File: src/rtl/hazard_ctrl.sv
// hazard_ctrl: central stall/flush controller for the pipelined-plus-cache core.
// Drives enables and active-low flushes of the F/D, D/E, E/M and M/W registers.
// Outputs are combinational from the FSM state and the current hazard inputs.
module hazard_ctrl #(
  parameter int                    REG_ADDR_WIDTH = 5,
  parameter int                    SRC_WIDTH      = 2,
  parameter logic [SRC_WIDTH-1:0]  LOAD_SRC       = 2'b01,
  parameter int                    MUL_LATENCY    = 3,
  parameter int                    CNT_WIDTH      = 32
) (
  input  logic                      clk,
  input  logic                      rst_n,
  input  logic                      valid_d,
  input  logic [REG_ADDR_WIDTH-1:0] RS1_d,
  input  logic [REG_ADDR_WIDTH-1:0] RS2_d,
  input  logic                      valid_e,
  input  logic [REG_ADDR_WIDTH-1:0] Rd_e,
  input  logic                      RegWrite_e,
  input  logic [SRC_WIDTH-1:0]      ResultSrc_e,
  input  logic                      mul_sel_e,
  input  logic                      mispredict_e,
  input  logic                      icache_miss,
  input  logic                      dcache_miss,
  input  logic                      dcache_ready,
  output logic                      en_fd,
  output logic                      en_de,
  output logic                      en_em,
  output logic                      en_mw,
  output logic                      flush_fd_n,
  output logic                      flush_de_n,
  output logic                      flush_em_n,
  output logic                      flush_mw_n,
  output logic                      mul_busy,
  output logic [CNT_WIDTH-1:0]      stall_count
);

  typedef enum logic [1:0] {RUN, MUL_WAIT, MEM_WAIT} state_t;

  // Single-cycle multiplies never stall; longer ones preload the down-counter
  // so that it reaches zero on the release cycle.
  localparam bit         MUL_MULTI = (MUL_LATENCY > 1);
  localparam logic [3:0] MUL_INIT  = MUL_MULTI ? 4'(MUL_LATENCY - 2) : 4'd0;

  state_t     state, state_nxt;
  state_t     ret_state, ret_nxt;
  logic [3:0] mul_cnt, mul_cnt_nxt;

  logic mem_hz, mis_hz, mul_new, mul_hz, lu_hz;

  // Hazard detection, before prioritisation
  always_comb begin
    mem_hz  = (state == MEM_WAIT) || dcache_miss;
    mis_hz  = mispredict_e && valid_e;
    mul_new = (state == RUN) && valid_e && mul_sel_e && MUL_MULTI;
    mul_hz  = ((state == MUL_WAIT) && (mul_cnt != 4'd0)) || mul_new;
    lu_hz   = valid_e && valid_d && RegWrite_e && (ResultSrc_e == LOAD_SRC) &&
              (Rd_e != '0) && ((Rd_e == RS1_d) || (Rd_e == RS2_d));
  end

  // Priority encode hazards onto enables/flushes; reset holds everything in flush
  always_comb begin
    en_fd = 1'b1; en_de = 1'b1; en_em = 1'b1; en_mw = 1'b1;
    flush_fd_n = 1'b1; flush_de_n = 1'b1; flush_em_n = 1'b1; flush_mw_n = 1'b1;
    if (!rst_n) begin
      en_fd = 1'b0; en_de = 1'b0; en_em = 1'b0; en_mw = 1'b0;
      flush_fd_n = 1'b0; flush_de_n = 1'b0; flush_em_n = 1'b0; flush_mw_n = 1'b0;
    end else if (mem_hz) begin
      en_fd = 1'b0; en_de = 1'b0; en_em = 1'b0; en_mw = 1'b0;
      flush_mw_n = 1'b0;
    end else if (mis_hz) begin
      flush_fd_n = 1'b0; flush_de_n = 1'b0;
    end else if (mul_hz) begin
      en_fd = 1'b0; en_de = 1'b0; en_em = 1'b0;
      flush_em_n = 1'b0;
    end else if (lu_hz) begin
      en_fd = 1'b0; en_de = 1'b0;
      flush_de_n = 1'b0;
    end else if (icache_miss) begin
      en_fd = 1'b0;
      flush_fd_n = 1'b0;
    end
  end

  assign mul_busy = (state == MUL_WAIT);

  // Next-state logic; the mul leaves E on the release edge, so RUN is safe to re-enter
  always_comb begin
    state_nxt   = state;
    ret_nxt     = ret_state;
    mul_cnt_nxt = mul_cnt;
    unique case (state)
      RUN: begin
        if (dcache_miss) begin
          state_nxt = MEM_WAIT;
          ret_nxt   = RUN;
        end else if (valid_e && mul_sel_e && MUL_MULTI && !mispredict_e) begin
          state_nxt   = MUL_WAIT;
          mul_cnt_nxt = MUL_INIT;
        end
      end
      MUL_WAIT: begin
        if (dcache_miss) begin
          state_nxt = MEM_WAIT;
          ret_nxt   = MUL_WAIT;
        end else if (mul_cnt != 4'd0) begin
          mul_cnt_nxt = mul_cnt - 4'd1;
        end else begin
          state_nxt = RUN;
        end
      end
      MEM_WAIT: begin
        if (dcache_ready) state_nxt = ret_state;
      end
      default: state_nxt = RUN;
    endcase
  end

  // FSM state, return state and multiplier down-counter
  always_ff @(posedge clk or negedge rst_n) begin
    if (!rst_n) begin
      state     <= RUN;
      ret_state <= RUN;
      mul_cnt   <= 4'd0;
    end else begin
      state     <= state_nxt;
      ret_state <= ret_nxt;
      mul_cnt   <= mul_cnt_nxt;
    end
  end

  // Free-running count of fetch-stalled cycles, wraps naturally
  always_ff @(posedge clk or negedge rst_n) begin
    if (!rst_n)      stall_count <= '0;
    else if (!en_fd) stall_count <= stall_count + {{(CNT_WIDTH-1){1'b0}}, 1'b1};
  end

endmodule

File: config.mk
export PLATFORM = sky130hd
export DESIGN_NAME = hazard_ctrl
export DESIGN_NICKNAME = d
export VERILOG_FILES = /design/src/rtl/hazard_ctrl.sv
export SDC_FILE = /design/constraint.sdc
export NUM_CORES = 1
export LEC_CHECK = 0
export ABC_AREA = 1
export CORE_ASPECT_RATIO = 2
export CORE_MARGIN = 2
export CORE_UTILIZATION = 40
export DETAILED_ROUTE_END_ITERATION = 7
export PLACE_DENSITY = 0.71
export SLEW_MARGIN = 5
export SYNTH_ARGS = -nofsm -noshare
export SYNTH_HDL_FRONTEND = slang
export SYNTH_SLANG_ARGS = --single-unit
File: constraint.sdc
create_clock -name clk -period 5.2 [get_ports clk]
set_input_delay 1.04 -clock clk [delete_from_list [all_inputs] [get_ports clk]]
set_output_delay 1.04 -clock clk [all_outputs]
set_load 0.05 [all_outputs]
Word-level counts from Yosys, hierarchy flattened
Index checks and enable logic that the tools add are counted.

word-level totals
  register bits = 40
  output and inout port bits = 41
  word-level logic and storage cells = 84

cells by class
  add/sub/neg operators = 2
  eq/ne operators = 14
  muxes and demuxes = 42
  reductions and logical operators = 22

operators by type and width
  kind                   count
  $add 32x1->32 const B  1
  $mux 1                 28
  $mux 4                 4
  $mux 2                 7
  $logic_and 1x1->1      11
  $eq 5x5->1             2
  $ne 2x2->1 const B     5
  $pmux 4 s2             1
  $pmux 2 s3             1
  $reduce_and 3->1       2
  $reduce_and 5->1       1
  $reduce_bool 5->1      1
  $eq 2x1->1 const B     2
  $ne 2x1->1 const B     2
  $pmux 2 s2             1
  $reduce_bool 4->1      1
  $sub 4x1->4 const B    1
  $logic_or 1x1->1       3
  $ne 3x2->1 const B     1
  $ne 3x3->1 const B     1
  $eq 2x2->1 const B     1
  $logic_not 2->1        1
  $reduce_bool 2->1      1
  $logic_not 1->1        1

Longest topological paths before layout
Gate-level depths: netlist of the first run.

  depth after elaboration = 10
  mapped depth = 12
  gate-level depth less buffers = 11

Worst setup path after synthesis of the first run
Ideal clock, no wire load.

  path kind = input port to output port
  from = input port Rd_e[4]
  to = output port flush_fd_n
  arrival time = 2514 ps
  required time = 4160 ps
  slack = 1646 ps
  cell stages on the path = 9
  cell sequence = inv_1 nand2_1 nand2_1 nor2_1 nand3_1 nand2_1 nand3_2 buf_2 a21oi_1

between the ends
  longest elaborated chain between the ends = 8
  elaborated cells between the ends (all ways) = 11
  classes of those cells = 2 x eq/ne; 5 x mux; 4 x reduce/logical

ends and longest elaborated chain
  element                                                line    text
  from (decl)                                            17      input logic [REG_ADDR_WIDTH-1:0] Rd_e,
  $eq 5x5->1 or $reduce_bool 5->1 (tied branches)        57      (Rd_e != '0) && ((Rd_e == RS1_d) || (Rd_e == RS2_d));
  $logic_or 1x1->1 or $logic_and 1x1->1 (tied branches)  57, 56
  $logic_and 1x1->1 (*)                                  57
  $mux 1 (*)                                             75      end else if (lu_hz) begin
  $mux 1 (*)                                             72      end else if (mul_hz) begin
  $mux 1 (*)                                             70      end else if (mis_hz) begin
  $mux 1 (*)                                             67      end else if (mem_hz) begin
  $mux 1 (*)                                             64      if (!rst_n) begin
  to (decl)                                              29      output logic flush_fd_n,

Every way passes the cells marked *; elsewhere a longest branch is shown, timed or not.

Worst setup path in the final report of the first run
  from = input port Rd_e[0]
  to = output port en_de

between the ends
  longest elaborated chain between the ends = 8
  elaborated cells between the ends (all ways) = 11
  classes of those cells = 2 x eq/ne; 5 x mux; 4 x reduce/logical

ends and longest elaborated chain
  element                                                line    text
  $eq 5x5->1 or $reduce_bool 5->1 (tied branches)        57
  $logic_or 1x1->1 or $logic_and 1x1->1 (tied branches)  57, 56
  $logic_and 1x1->1 (*)                                  57
  $mux 1 (*)                                             75
  $mux 1 (*)                                             72
  $mux 1 (*)                                             70
  $mux 1 (*)                                             67
  $mux 1 (*)                                             64
  to (decl)                                              26      output logic en_de,

Marks and branches as above.

==> impl_metrics.ini, run 1 <==
[setup_path]
cp.arrival_ns = 3.37
critPathCaptureType = output pin
startpoint = Rd_e[0]
worstSetupStartpointType = primary input
path_cells = clkdlybuf4s50_1 > nor2_1 > nand3_1 > o21ai_0 > inv_1 > nand3_2 > buf_4 > nand2_1 > inv_1 > clkdlybuf4s50_1
required_ns = 4.16
crit_fanout = 34
path_class = in2out
crit_slowest_cell = clkdlybuf4s50_1
r2r_start = mul_cnt[0]
max_stage_delay_ns = 0.80

[route]
drc_errors = 0
via_per_inst = 5.12
routed_wl_mm = 8.38
wire_per_inst_um = 14.3
ant_nets = 0
drt_iter0_drc = 142
num_vias = 2998
first_pass_iters = 4

[timing]
finalCritPeriodShare_pct = 84.8
clock_skew_ns = 0.00590
worst_slack_ns = 0.790
drv_slew = 0
maxSlewHeadroom_pct = 64.5
rsz0062_at_grt = no
fmax_mhz = 227
fin_tns_setup_ns = 0
worst_pin_slew_ns = 0.530
finalSetupViolCount = 0
period_needed_ns = 4.41
hold_viol_final = 0

[synthesis]
synth_cell_types = 27
synth_top_area_share_pct = 33.7
syn_nets = 461
seq_area_frac_synth_pct = 33.7
syn_area_per_cell_um2 = 6.72
ys_async_sr_fraction_pct = 100
synthCells = 431
ys_ff_latch = 39
syn_area_um2 = 2900
yosysTopAreaCell = dfrtp_1
dominantRegCellSynth = dfrtp_1
synth_edf_count = 0
ys_warn_count = 0
ys_top_cells_by_area = dfrtp_1, nand2_1, nand4_1, nor2_1, xor2_1

[cells_and_area]
seq_area_um2 = 976
drive_above_1_share_pct = 5.85
final_area_um2 = 3780
multi_input_area_um2 = 1670
diodes = 0
area_delta_synth_final_pct = 30.6
fin_util_pct = 54.1
fillers = 693
nets = 526

[placement]
pre_cts_slack_ns = 0.801
io_buffers = 67
gp_congestion = 0.976
place_area_um2 = 3620
hpwlAfterDp_mm = 6.50

[floorplan]
start_util_pct = 41.4
core_um2 = 6990
die_height_um = 124
die-area_um2 = 7980
pin_count = 68
fp-row-count = 43
die_x_um = 64.2

[hold_path]
hp-class = reg2reg
min_from = ret_state[0]

[power]
power_frac_comb_pct = 39.4
internal_power_mw = 0.744
p_per_area_nw_per_um2 = 330
swShare_pct = 40.3
clock_power_share_pct = 27.5
switchingPower_mw = 0.503
p_leak_nw = 1.77
seqPwrFrac_pct = 33.1
finalPower_mw = 1.25
worst_ir_drop_vdd_v = 0.000338

[global_routing]
antenna_found_initial = 0
grt_pass1_wl_mm = 13.9
grt_max_degree = 41
groute.usage.overall_pct = 22.3
grt_pass1_vias = 3056
grt_overflow = 0

[clock_network]
cts_buffer_depth = 2
hold_buffers = 0
cts_inserted_buffers = 5
clk_latency_ns = 0.28
cts.sink_count = 39
cts.reportedPaths.clkPinSlew_ns = 0.05
tritoncts = yes
cts-root-buf = clkbuf_16
cts_setup_buffers = 0
htreeDepth = 2
cts_resized = 0

[run]
cap_violations = 0

[run_status]
outcome = finished, final reports clean
registers in the layout, indices dropped and copies added (netlist names):
signal       flops
ret_state        1
mul_cnt          4
state            2
stall_count     32
cell type report:
class                   instances  area share, %
flip-flops and latches         39           25.8
repair buffers                 71           18.3
inverters                      44           4.37
clock inverters                 2          0.993
clock buffers                   5           3.31
multi-input cells             335           44.2
well taps                      90           2.98
worst paths after layout:
kind / endpoint / slack (ns) / depth (start not counted)
worst min-delay path: ret_state[0] / 0.55 / 2
max in group asynchronous: stall_count[24] / 3.98 / 2
worst max-delay path: en_de / 0.79 / 10
worst min register to register: ret_state[0] / 0.55 / 2
worst max register to register: stall_count[24] / 2.83 / 12
min in group asynchronous: mul_cnt[0] / 0.86 / 2
layer usage:
metal  vias to the layer above  routed length, um  global-route usage (%)
met5                         -                  0                       0
met3                        32                381                    4.52
met1                      1389               2780                    21.1
met4                         0                439                    13.9
met2                        78               4780                    41.6
li1                       1499                  -                       -
logic make-up (layout without fill, tap and decap cells):
| group | count (synthesis) | in the layout | synth area share [%] |
|---|---|---|---|
| and+or+nand+nor | 290 | 290 | 45.2 |
| buffers and inverters | 57 | 122 | 8.56 |
| DFF | 39 | 39 | 33.7 |
| xor gates and xnor gates | 29 | 29 | 8.77 |
| AOI/OAI and AO/OA | 13 | 13 | 2.51 |
| adders and majority gates | 3 | 3 | 1.30 |
Yosys cell counts (2+ instances only):
master / number
nand2_1: 162
nor2_1: 50
inv_1: 40
dfrtp_1: 39
nand4_1: 38
xor2_1: 18
nor3_1: 15
xnor2_1: 11
nand3_1: 9
o21ai_0: 7
buf_2: 6
a21oi_1: 4
inv_2: 4
nand3b_1: 4
buf_6: 3
clkbuf_1: 3
ha_1: 3
nand3_2: 3
nor2_2: 3
nor3_2: 2
power groups by stage:
stage	clock network [mW]	registers [mW]	logic (mW)
finish	0.342	0.413	0.492
global route	0.360	0.421	0.544
CTS	0.349	0.414	0.496
detailed placement	0	0.418	0.494
global placement	0	0.415	0.485
floorplan	0	0.492	0.263
layout by cell type (no fill, tap or decap), types with 2 or more instances in the layout:
| cell type | count |
|---|---|
| nor3_2 | 2 |
| nand3_2 | 3 |
| clkbuf_16 | 5 |
| nor3_1 | 15 |
| dfrtp_1 | 39 |
| clkdlybuf4s50_1 | 65 |
| inv_1 | 40 |
| xnor2_1 | 11 |
| nand3b_1 | 4 |
| nand3_1 | 9 |
| o21ai_0 | 7 |
| nand2_1 | 162 |
| nor2_2 | 3 |
| nor2_1 | 50 |
| inv_2 | 4 |
| ha_1 | 3 |
| buf_4 | 5 |
| xor2_1 | 18 |
| a21oi_1 | 4 |
| nand4_1 | 38 |
through the flow:
step	cells	hold WS, ns
floorplan	431	0.492
global placement	579	0.514
detailed placement	579	0.529
CTS	586	0.538
global route	586	0.581
finish	586	0.546
critical path: cells and delay by family:
kind            cells  cell delay [ns]
compound gates      1             0.17
buf+inv             5             1.76
simple gates        4             0.37
(Power assumes the default switching activity.)
==> run 2: changes to the inputs <==
- clock period: 5.2 -> 4.06 ns (I/O delays scaled with it)
==> run 2 against run 1 <==
Effect of this change: total power is 26% higher; count of clock-buffer cells in the layout did not move; setup slack got worse by 0.32 ns; cell area about the same; non-clock buffer count did not move; cell count rose by 0.17%; routed wire length is 0.64% higher; global-route usage grew 0.12 points; sequential share of layout area is essentially flat; clock power is 17% higher.
==> impl_metrics.ini, run 2 (synthesis gave the netlist of run 1 again) <==
[run_status]
outcome = finished, final reports clean

[power]
seqPwrFrac_pct = 33.8
clock_power_share_pct = 25.5
power_frac_comb_pct = 40.7
p_per_area_nw_per_um2 = 413
internal_power_mw = 0.901
p_leak_nw = 1.78
worst_ir_drop_vdd_v = 0.000398
swShare_pct = 42.4
switchingPower_mw = 0.664

[cells_and_area]
reg_top3 = stall_count (32), mul_cnt (4), state (2)
mostFrequentLayoutCell = nand2_1
largest_register_ffs = 32
area_delta_synth_final_pct = 30.7
fillers = 724
final_area_um2 = 3780
nets = 526
multi_input_area_um2 = 1670
mostFrequentLayoutCells = nand2_1, clkdlybuf4s50_1, nor2_1
drive_above_1_share_pct = 6.64
diodes = 0
seq_area_um2 = 976
top_register = stall_count

[clock_network]
cts_inserted_buffers = 5
tritoncts = yes
htreeDepth = 2
clk_latency_ns = 0.29
cts_setup_buffers = 0
cts.reportedPaths.clkPinSlew_ns = 0.06
hold_buffers = 0
cts-root-buf = clkbuf_16
cts_buffer_depth = 2
cts.sink_count = 39
cts_resized = 0

[floorplan]
die_x_um = 64.2
pin_count = 68
core_um2 = 6990
start_util_pct = 41.4
die-area_um2 = 7980
fp-row-count = 43
die_height_um = 124

[timing]
fin_tns_setup_ns = 0
worst_pin_slew_ns = 0.523
maxSlewHeadroom_pct = 65.1
rsz0062_at_grt = no
worst_slack_ns = 0.470
hold_viol_final = 0
fmax_mhz = 279
period_needed_ns = 3.59
finalSetupViolCount = 0
finalCritPeriodShare_pct = 88.4
drv_slew = 0
clock_skew_ns = 0.00338

[route]
first_pass_iters = 6
drc_errors = 0
num_vias = 2946
drt_iter0_drc = 113
routed_wl_mm = 8.44
ant_nets = 0
wire_per_inst_um = 14.4
via_per_inst = 5.02

[setup_path]
worstSetupStartpointType = primary input
path_class = in2out
rr_worst_depth = 11
crit_slowest_cell = clkdlybuf4s50_1
max_stage_delay_ns = 0.80
critPathCaptureType = output pin
path_buf_inv = 3
required_ns = 3.25
cp_top_family = buffers and inverters
crit_fanout = 5
r2r_slack_ns = 1.92
startpoint = Rd_e[0]
path_cells = clkdlybuf4s50_1 > nor2_1 > nand3_1 > o21ai_0 > inv_1 > nand2_1 > a21oi_1 > nor2_1 > clkdlybuf4s50_1
r2r_end = stall_count[27]
cp.arrival_ns = 2.78
r2r_start = mul_cnt[0]

[global_routing]
grtUsageMet1_pct = 20.9
grt_pass1_vias = 2874
met2_usage_pct = 43.8
grt_overflow = 0
grt_max_degree = 38
antenna_found_initial = 0
groute.usage.overall_pct = 22.4
grt_pass1_wl_mm = 13.9
grt_busiest_layer = met2
use_met3_pct = 4.34

[placement]
gp_congestion = 0.944
io_buffers = 67
hpwlAfterDp_mm = 6.55
place_area_um2 = 3640
pre_cts_slack_ns = 0.502

[hold_path]
hp-class = in2async

[run]
cap_violations = 0
run 2: cell count changes in the layout (fill, tap and decap cells not counted):
| cell | delta |
|---|---|
| clkinvlp_4 | +1 |
| bufinv_16 | -1 |
| clkdlybuf4s50_1 | -3 |
| inv_6 | +1 |
| buf_4 | +1 |
| buf_12 | +2 |
run 2: worst register-to-register path: stages, from the launching register on:
cell and delay, ns:
dfrtp_1 0.36, inv_1 0.13, ha_1 0.19, nand3_1 0.08, nand2_1 0.12, nand2_1 0.07, nand2_1 0.12, nand2_4 0.09
nor2_8 0.26, nand3_4 0.38, nand2_1 0.18, nand2_1 0.06
run 2: worst max path at each step:
stage / end / slack, ns / cells after the start
2_1_floorplan: flush_fd_n / 0.96 / 9
3_3_place_gp: flush_de_n / 0.51 / 9
3_5_place_dp: flush_de_n / 0.50 / 9
4_1_cts: flush_de_n / 0.47 / 9
5_1_grt: en_fd / 0.36 / 9
6_report: flush_de_n / 0.47 / 9
run 2: per-layer routing:
| metal | up-vias | part of all wire, % | wire length [um] |
|---|---|---|---|
| met2 | 50 | 59 | 4940 |
| met4 | 0 | 3.7 | 311 |
| met3 | 19 | 3.5 | 298 |
| met1 | 1367 | 34 | 2890 |
| met5 | - | 0 | 0 |
| li1 | 1510 | - | - |
run 2: stage by stage:
step,util [%],hold WS [ns],total power [mW],cells
global placement,52.0,0.511,1.16,579
finish,54.1,0.324,1.56,587
global route,54.1,0.323,1.66,587
CTS,54.1,0.325,1.58,587
floorplan,-,0.492,0.968,431
detailed placement,52.0,0.525,1.18,579
run 2: power by group through the flow:
stage	Combinational [mW]	Sequential, mW	Clock [mW]
2_1_floorplan	0.337	0.630	0
3_3_place_gp	0.627	0.535	0
3_5_place_dp	0.639	0.536	0
4_1_cts	0.644	0.529	0.405
5_1_grt	0.700	0.541	0.422
6_report	0.637	0.529	0.399
run 2: layout make-up:
class,instances,share of cell area (%)
clock buffers,5,3.31
repair buffers,71,18.8
inverters,44,4.36
clock inverters,3,0.628
multi-input cells,335,44.2
flip-flops and latches,39,25.8
well taps,90,2.98
==> run 3: changes to the inputs <==
- CORE_UTILIZATION: 40 -> 51
- PLACE_DENSITY: 0.71 -> 0.86
==> run 3 against run 2 <==
Effect of this change: count of clock-buffer cells in the layout unchanged; routed wire length down 2.3%; total power down 4.1%; maximum frequency down 1.8%; cell area down 2.0%; first-iteration DRC count up 8.0%; die area down 21%; register-to-register slack better by 0.19 ns; critical path type unchanged.
==> impl_metrics.ini, run 3 (synthesis gave the netlist of run 1 again) <==
[global_routing]
grt_pass1_vias = 2986
grt_max_degree = 37
grt_overflow = 0
grt_pass1_wl_mm = 13.2
groute.usage.overall_pct = 26.5
antenna_found_initial = 0

[timing]
finalSetupViolCount = 0
clock_skew_ns = 0.0109
period_needed_ns = 3.66
worst_pin_slew_ns = 0.555
finalCritPeriodShare_pct = 90.0
maxSlewHeadroom_pct = 62.7
drv_slew = 0
rsz0062_at_grt = no
fin_tns_setup_ns = 0
hold_viol_final = 0
fmax_mhz = 274

[power]
swShare_pct = 43.1
p_per_area_nw_per_um2 = 404
worst_ir_drop_vdd_v = 0.000424
seqPwrFrac_pct = 35.3
power_frac_comb_pct = 42.5
internal_power_mw = 0.853
finalPower_mw = 1.50
switchingPower_mw = 0.647
clock_power_share_pct = 22.3
p_leak_nw = 1.77

[placement]
io_buffers = 67
gp_congestion = 0.900
place_area_um2 = 3600
hpwlAfterDp_mm = 6.34
dp_cells = 549

[cells_and_area]
top_register = stall_count
nets = 526
diodes = 0
mostFrequentLayoutCell = nand2_1
mostFrequentLayoutCells = nand2_1, clkdlybuf4s50_1, nor2_1
drive_above_1_share_pct = 6.64
reg_top3 = stall_count (32), mul_cnt (4), state (2)
final_area_um2 = 3710
fin_cells = 557
fin_util_pct = 67.9
largest_register_ffs = 32
area_delta_synth_final_pct = 28.2

[setup_path]
max_stage_delay_ns = 0.55
cp-endpoint = en_fd
r2r_slack_ns = 2.11
r2r_end = stall_count[27]
startpoint = Rd_e[0]
crit_slowest_cell = clkdlybuf4s50_1
crit_fanout = 33
cp.arrival_ns = 2.84
rr_worst_depth = 8
required_ns = 3.25
path_cells = clkdlybuf4s50_1 > nand2_1 > inv_1 > nor2_1 > nor2_1 > nand3_1 > nand2_1 > nand3_2 > nand3_4 > inv_1 > buf_12
worstSetupStartpointType = primary input
path_class = in2out
critPathCaptureType = output pin
r2r_start = stall_count[10]

[floorplan]
pin_count = 68
die-area_um2 = 6330
die_x_um = 57.3
die_height_um = 111
start_util_pct = 53.0
core_um2 = 5470
fp-row-count = 38

[clock_network]
hold_buffers = 0
cts_resized = 0
clk_latency_ns = 0.31
cts.sink_count = 39
cts_inserted_buffers = 5
htreeDepth = 2
cts_setup_buffers = 0
cts.reportedPaths.clkPinSlew_ns = 0.08
cts-root-buf = clkbuf_8
tritoncts = yes
cts_buffer_depth = 2

[route]
ant_nets = 0
num_vias = 3081
wire_per_inst_um = 14.8
drt_iter0_drc = 122
drc_errors = 0
routed_wl_mm = 8.24
via_per_inst = 5.53
first_pass_iters = 4

[run_status]
outcome = finished, final reports clean

[run]
cap_violations = 0

[hold_path]
hp-class = in2async
==> run 3: worst min-delay path by stage <==
stage                       startpoint      endpoint
after global routing             rst_n      state[0]
final                            rst_n      state[0]
after detailed placement  ret_state[0]  ret_state[0]
after global placement    ret_state[0]  ret_state[0]
after floorplan           ret_state[0]  ret_state[0]
after CTS                        rst_n      state[0]
==> run 3: critical path, delay by kind of cell <==
| kind | cells | cell delay, ns |
|---|---|---|
| buffers and inverters | 4 | 0.91 |
| AND/OR/NAND/NOR | 7 | 1.10 |
==> run 3: power by group through the flow <==
stage | registers (mW) | logic, mW | clock network (mW)
CTS | 0.527 | 0.638 | 0.335
global placement | 0.531 | 0.622 | 0
detailed placement | 0.534 | 0.633 | 0
finish | 0.529 | 0.637 | 0.334
floorplan | 0.630 | 0.337 | 0
global route | 0.536 | 0.689 | 0.350
==> run 3: routing by layer <==
layer / wire length (um) / track usage, % / vias up
met5: 0 / 0 / -
met4: 427 / 15.7 / 0
met3: 384 / 4.33 / 28
met2: 4610 / 49.9 / 91
met1: 2820 / 25.4 / 1452
li1: - / - / 1510
==> run 3: metrics by stage <==
step                setup slack, ns  hold WS (ns)
global route                  0.187         0.310
floorplan                     0.962         0.492
detailed placement            0.398         0.535
CTS                           0.397         0.313
finish                        0.405         0.311
global placement              0.460         0.509
==> run 3: area by class of cell <==
class,instances,area [um2]
tap,60,75.1
sequential,39,976
fill,478,1760
timing repair buffer,71,711
inverter,44,165
clock inverter,3,43.8
clock buffer,5,68.8
multi-input combinational,335,1670
